==> src/rtl/urv_wb_stage.sv <==
// urv_wb_stage: writeback stage that sits directly after the execute stage.
// Holds the pipeline while a data-memory access completes. Aligns and
// extends load data. Issues one registered register-file write per
// retired instruction.
//
// Optional feature (compile-time macro URV_WB_TIMEOUT_EN):
//   When defined, a 16-bit counter watches WAIT_MEM cycles that have no done
//   strobe. When the counter reaches TIMEOUT_CYCLES, the access is
//   force-completed with load data taken as zero, and w_bus_err_o pulses for
//   one cycle.
//   When undefined, WAIT_MEM waits indefinitely and w_bus_err_o is tied low.
module urv_wb_stage #(
  parameter int unsigned TIMEOUT_CYCLES = 255
) (
  input  logic        clk_i,
  input  logic        rst_n_i,
  input  logic        x_stall_i,
  input  logic        w_valid_i,
  input  logic [2:0]  w_fun_i,
  input  logic        w_load_i,
  input  logic        w_store_i,
  input  logic [4:0]  w_rd_i,
  input  logic        w_rd_write_i,
  input  logic [31:0] w_rd_value_i,
  input  logic [1:0]  w_rd_source_i,
  input  logic [31:0] w_rd_shifter_i,
  input  logic [31:0] w_rd_multiply_i,
  input  logic [31:0] w_dm_addr_i,
  input  logic [31:0] dm_data_l_i,
  input  logic        dm_load_done_i,
  input  logic        dm_store_done_i,
  output logic        w_stall_req_o,
  output logic        rf_rd_write_o,
  output logic [4:0]  rf_rd_o,
  output logic [31:0] rf_rd_value_o,
  output logic        w_bus_err_o
);

  // HELD covers the cycles after a commit while execute is still frozen. The
  // w_* inputs still show the retired instruction during those cycles, so
  // they must be ignored.
  typedef enum logic [1:0] {
    ST_IDLE,
    ST_WAIT_MEM,
    ST_HELD
  } state_t;

  state_t state;
  state_t state_nxt;

  logic        act;
  logic        mem;
  logic        mem_done;
  logic        timeout_hit;
  logic        done;
  logic        commit;
  logic [31:0] load_raw;
  logic [7:0]  ld_byte;
  logic [15:0] ld_half;
  logic [31:0] load_value;
  logic [31:0] result;

  // Only the byte lane bits of the data address matter here.
  logic unused_addr;
  assign unused_addr = ^w_dm_addr_i[31:2];

  assign act      = w_valid_i && (state != ST_HELD);
  assign mem      = act && (w_load_i || w_store_i);
  assign mem_done = w_load_i ? dm_load_done_i : dm_store_done_i;
  assign done     = !mem || mem_done || timeout_hit;
  assign commit   = act && done;

  // The stall drops in the completion cycle itself. It also drops the moment
  // reset is applied, so an abandoned access releases the pipeline at once.
  assign w_stall_req_o = rst_n_i && mem && !done;

`ifdef URV_WB_TIMEOUT_EN
  logic [15:0] to_cnt;

  // The timeout fires on the WAIT_MEM cycle in which the count of stalled
  // cycles would reach TIMEOUT_CYCLES.
  assign timeout_hit = (state == ST_WAIT_MEM) && mem && !mem_done &&
                       (({1'b0, to_cnt} + 17'd1) == 17'(TIMEOUT_CYCLES));

  // Count WAIT_MEM cycles without a done strobe; clear on timeout or once
  // the access completes.
  always_ff @(posedge clk_i or negedge rst_n_i) begin
    if (!rst_n_i) begin
      to_cnt <= '0;
    end else if ((state == ST_WAIT_MEM) && mem && !mem_done && !timeout_hit) begin
      to_cnt <= to_cnt + 16'd1;
    end else begin
      to_cnt <= '0;
    end
  end

  // Bus error pulse, aligned with the register-file write of the
  // force-completed instruction.
  always_ff @(posedge clk_i or negedge rst_n_i) begin
    if (!rst_n_i) begin
      w_bus_err_o <= 1'b0;
    end else begin
      w_bus_err_o <= timeout_hit;
    end
  end
`else
  logic unused_timeout;
  assign unused_timeout = TIMEOUT_CYCLES[0];
  assign timeout_hit    = 1'b0;
  assign w_bus_err_o    = 1'b0;
`endif

  // A force-completed load returns zero rather than whatever is on the bus.
  assign load_raw = timeout_hit ? 32'd0 : dm_data_l_i;

  // Pick the byte and halfword lanes from the low address bits.
  // Misalignment is not checked.
  always_comb begin
    ld_byte = load_raw[7:0];
    case (w_dm_addr_i[1:0])
      2'd0: ld_byte = load_raw[7:0];
      2'd1: ld_byte = load_raw[15:8];
      2'd2: ld_byte = load_raw[23:16];
      2'd3: ld_byte = load_raw[31:24];
      default: ld_byte = load_raw[7:0];
    endcase
    ld_half = w_dm_addr_i[1] ? load_raw[31:16] : load_raw[15:0];
  end

  // Extend the selected lane according to funct3. Unknown sizes return the
  // full word.
  always_comb begin
    load_value = load_raw;
    case (w_fun_i)
      3'b000:  load_value = {{24{ld_byte[7]}}, ld_byte};
      3'b100:  load_value = {24'd0, ld_byte};
      3'b001:  load_value = {{16{ld_half[15]}}, ld_half};
      3'b101:  load_value = {16'd0, ld_half};
      default: load_value = load_raw;
    endcase
  end

  // Writeback value: load data for loads, otherwise the unit named by
  // rd_source. CSR values arrive on the ALU value bus.
  always_comb begin
    result = w_rd_value_i;
    if (w_load_i) begin
      result = load_value;
    end else begin
      case (w_rd_source_i)
        2'd0:    result = w_rd_value_i;
        2'd1:    result = w_rd_shifter_i;
        2'd2:    result = w_rd_multiply_i;
        default: result = w_rd_value_i;
      endcase
    end
  end

  // Next-state logic. A commit lands in HELD whenever execute is frozen in
  // that cycle, so a long x_stall_i cannot replay the same instruction.
  always_comb begin
    state_nxt = state;
    case (state)
      ST_IDLE, ST_WAIT_MEM: begin
        if (commit) begin
          state_nxt = x_stall_i ? ST_HELD : ST_IDLE;
        end else if (mem) begin
          state_nxt = ST_WAIT_MEM;
        end else begin
          state_nxt = ST_IDLE;
        end
      end
      ST_HELD: begin
        if (!x_stall_i) begin
          state_nxt = ST_IDLE;
        end
      end
      default: state_nxt = ST_IDLE;
    endcase
  end

  // State register.
  always_ff @(posedge clk_i or negedge rst_n_i) begin
    if (!rst_n_i) begin
      state <= ST_IDLE;
    end else begin
      state <= state_nxt;
    end
  end

  // Registered register-file write port.
  // The strobe lasts one cycle per commit. x0, stores and non-writing ops
  // never strobe. Address and data hold between commits.
  always_ff @(posedge clk_i or negedge rst_n_i) begin
    if (!rst_n_i) begin
      rf_rd_write_o <= 1'b0;
      rf_rd_o       <= 5'd0;
      rf_rd_value_o <= 32'd0;
    end else begin
      rf_rd_write_o <= commit && w_rd_write_i && (w_rd_i != 5'd0) && !w_store_i;
      if (commit) begin
        rf_rd_o       <= w_rd_i;
        rf_rd_value_o <= result;
      end
    end
  end

endmodule
==> config.mk <==
export PLATFORM = sky130hd
export DESIGN_NAME = urv_wb_stage
export DESIGN_NICKNAME = d
export VERILOG_FILES = /design/src/rtl/urv_wb_stage.sv
export SDC_FILE = /design/constraint.sdc
export NUM_CORES = 1
export LEC_CHECK = 0
export CAP_MARGIN = 10
export CORE_MARGIN = 3
export CORE_UTILIZATION = 32
export DETAILED_ROUTE_END_ITERATION = 6
export PLACE_DENSITY = 0.88
export SLEW_MARGIN = 20
export SYNTH_ARGS = -nofsm -noshare
export SYNTH_HDL_FRONTEND = slang
export SYNTH_SLANG_ARGS = --single-unit
==> constraint.sdc <==
create_clock -name clk_i -period 1.7 [get_ports clk_i]
set_input_delay 0.34 -clock clk_i [delete_from_list [all_inputs] [get_ports clk_i]]
set_output_delay 0.34 -clock clk_i [all_outputs]
set_load 0.05 [all_outputs]
==> metrics.txt <==
Final Routed Wirelength 15.3 mm; # IOs 219; antenna viol nets, final 0; Async S/R FF share, synth 100%; number of global-route vias before repair 4244; RSZ-0062 raised after global routing yes; DP HPWL 10.4 mm; clk sinks 40; Clock Path Buffers 2; Setup Crit Path Kind reg -> reg; Tcrit/Tclk final 106%; clock group share of total power 20.7%; clk_skew 0.00593 ns; P&R area growth vs syn 119%; number of max-cap violations 0; Worst-Margin Slew 0.582 ns; Static Leak 2.86 nW; core area 9280 sq um; most frequent cells in the layout clkdlybuf4s50_1 (131), buf_4 (93), dfrtp_1 (40), nor2_1 (32), a221oi_2 (24); GRT overflow 0; ranking of synthesized cells by area dfrtp_1 (33%), o41ai_2 (14%), a221oi_1 (11%); nets 750; die height 104 microns; commonest non-fill, non-tap cell in the layout clkdlybuf4s50_1; flop-to-flop setup slack -0.09 ns; failing checks setup timing; drc violations 0; DR WL/cell 21.8 microns; Worst EP arrival 1.98 ns; Worst Setup EP rf_rd_value_o[17]; Most used DFF post-synth dfrtp_1; switching share of power 40.5%; post-synthesis sequential area ratio 32.7%; Pwr Total 5.31 mW; DRT Pass-1 Iters 5; Hold-fix buffers, CTS 0; Period minus WS final 1.79 ns; Hold Slack 0.169 ns; fraction of layout cells with a size suffix above 1 44.2%; mapped cell area 3060 sq um; Via Count 3924; buffers added on ports 187; crit path from state[1]; row cnt 35; Finished Layout Cells 699; Yosys top cell area share 32.7%; RePlAce Congestion 0.854; Yosys reg bits 40; Iter 0 DRT Violations 180; Yosys cell types 44; EDFF count, synth 0; Final setup viols 27; die area 10800 sq um; htree depth 2; Critical Path RT 1.89 ns; startpoint types register; Final Hold Fails 0; pwr dens 790 nW/um^2; final max-slew violation count 0; initial antenna violation count 0; Fillers 639; CTS buffer count 5; total track usage 27.0%; Max FO, Critical Path 8; combinational power share 54.5%; CTS tree built; Hold Path Class in -> async; first-pass GRT wire length 23.2 mm; worst r2r src state[1]; routed vias/inst 5.61; dpl cells 666; Antenna diodes 0; Root Driver clkbuf_8; Peak supply drop 0.414 mV; outcome finished, violations left; Reg power frac 24.8%; initial core utilization 33.0%; cell taking the most area after synthesis dfrtp_1; Mapped Nets 511; Psw 2.15 mW; Reg2Reg Depth 4; Setup WS post-layout -0.0949 ns; syn_area_per_cell 9.28 sq um; internal power 3.16 mW; overall die width 104 microns; Max Clk Rate 0.557 GHz; clock slew at reported path FFs 0.08 ns; largest net degree at the start of global routing 41; cells after synthesis 330; Worst R2R End rf_rd_value_o[17]; yosys warns 0; Worst-Skew Late Latency 0.30 ns; Slew headroom 61.2%; crit path capture type register
==> layout make-up <==
type / count / area [sq um] / area share [%]
inverter: 8 / 30.0 / 0.447
multi-input combinational: 248 / 2680 / 40.0
sequential: 40 / 1000 / 14.9
clock buffer: 5 / 68.8 / 1.02
tap: 129 / 161 / 2.40
timing repair buffer: 266 / 2680 / 39.9
clock inverter: 3 / 90.1 / 1.34
==> stage by stage <==
stage                     setup WS [ns]  TNS, ns  util, %  area, sq um
after global routing             -0.126    -2.03     72.4         6720
after detailed placement         -0.902   -27.37     59.1         5490
after global placement           -0.779   -25.58     59.1         5490
after CTS                        -0.140    -2.05     69.1         6420
final                           -0.0949    -1.36     72.4         6720
after floorplan                0.000559        0        -         3290
==> sequential cells by signal, summed over array words and instances (netlist names) <==
register,flops
rf_rd_o,5
rf_rd_value_o,32
state,2
rf_rd_write_o,1
==> power groups by stage <==
stage	sequential, mW	combinational (mW)	clock (mW)
3_3_place_gp	1.28	2.33	0
3_5_place_dp	1.29	2.37	0
4_1_cts	1.29	2.70	1.12
5_1_grt	1.34	3.01	1.16
2_1_floorplan	1.96	0.696	0
6_report	1.32	2.89	1.10
==> layer usage <==
metal  vias to the layer above  global-route usage [%]  part of all wire, %
li1                       1784                       -                    -
met1                      1941                    32.0                   39
met2                       175                    47.2                   52
met3                        24                    6.85                  6.6
met4                         0                    9.40                  2.4
met5                         -                       0                    0
==> worst max-delay path: stages (launching register included) <==
cell and delay (ns):
dfrtp_1 0.39, nor2b_4 0.13, or4b_4 0.60, buf_12 0.20, o41ai_4 0.35
==> synth_stat cells, drive strengths merged, types with 5 or more instances <==
| cell | number |
|---|---|
| a211oi | 18 |
| a21oi | 6 |
| a221oi | 37 |
| a22o | 8 |
| buf | 9 |
| clkbuf | 25 |
| dfrtp | 40 |
| inv | 7 |
| mux2i | 7 |
| nand2 | 47 |
| nor2 | 33 |
| nor2b | 8 |
| nor3b | 5 |
| o21ai | 8 |
| o41ai | 26 |
==> worst min path at each step <==
stage,startpoint,end,slack [ns],cells past startpoint
after detailed placement,rf_rd_value_o[10],rf_rd_value_o[10],0.46,2
after CTS,rst_n_i,rf_rd_o[2],0.17,2
after global placement,rf_rd_value_o[14],rf_rd_value_o[14],0.46,2
final,rst_n_i,rf_rd_value_o[29],0.17,2
after floorplan,rst_n_i,rf_rd_o[0],0.04,0
after global routing,rst_n_i,rf_rd_o[2],0.21,2
==> kinds of logic after synthesis <==
family / count (synthesis) / share of synthesized area (%)
simple gates: 107 / 16.4
compound gates: 129 / 40.6
buf+inv: 42 / 6.29
flops: 40 / 32.7
fa+ha+maj: 2 / 0.817
other cells: 1 / 0.122
mux: 9 / 3.02
==> what timing repair did <==
item	in CTS	in global routing
setup endpoints to repair	40	37
setup buffers	19	4
pin swaps	36	19
cloned	7	0
gates resized for setup	113	60
endpoints found under the hold margin	0	0
Power figures use the tool's default switching activity.
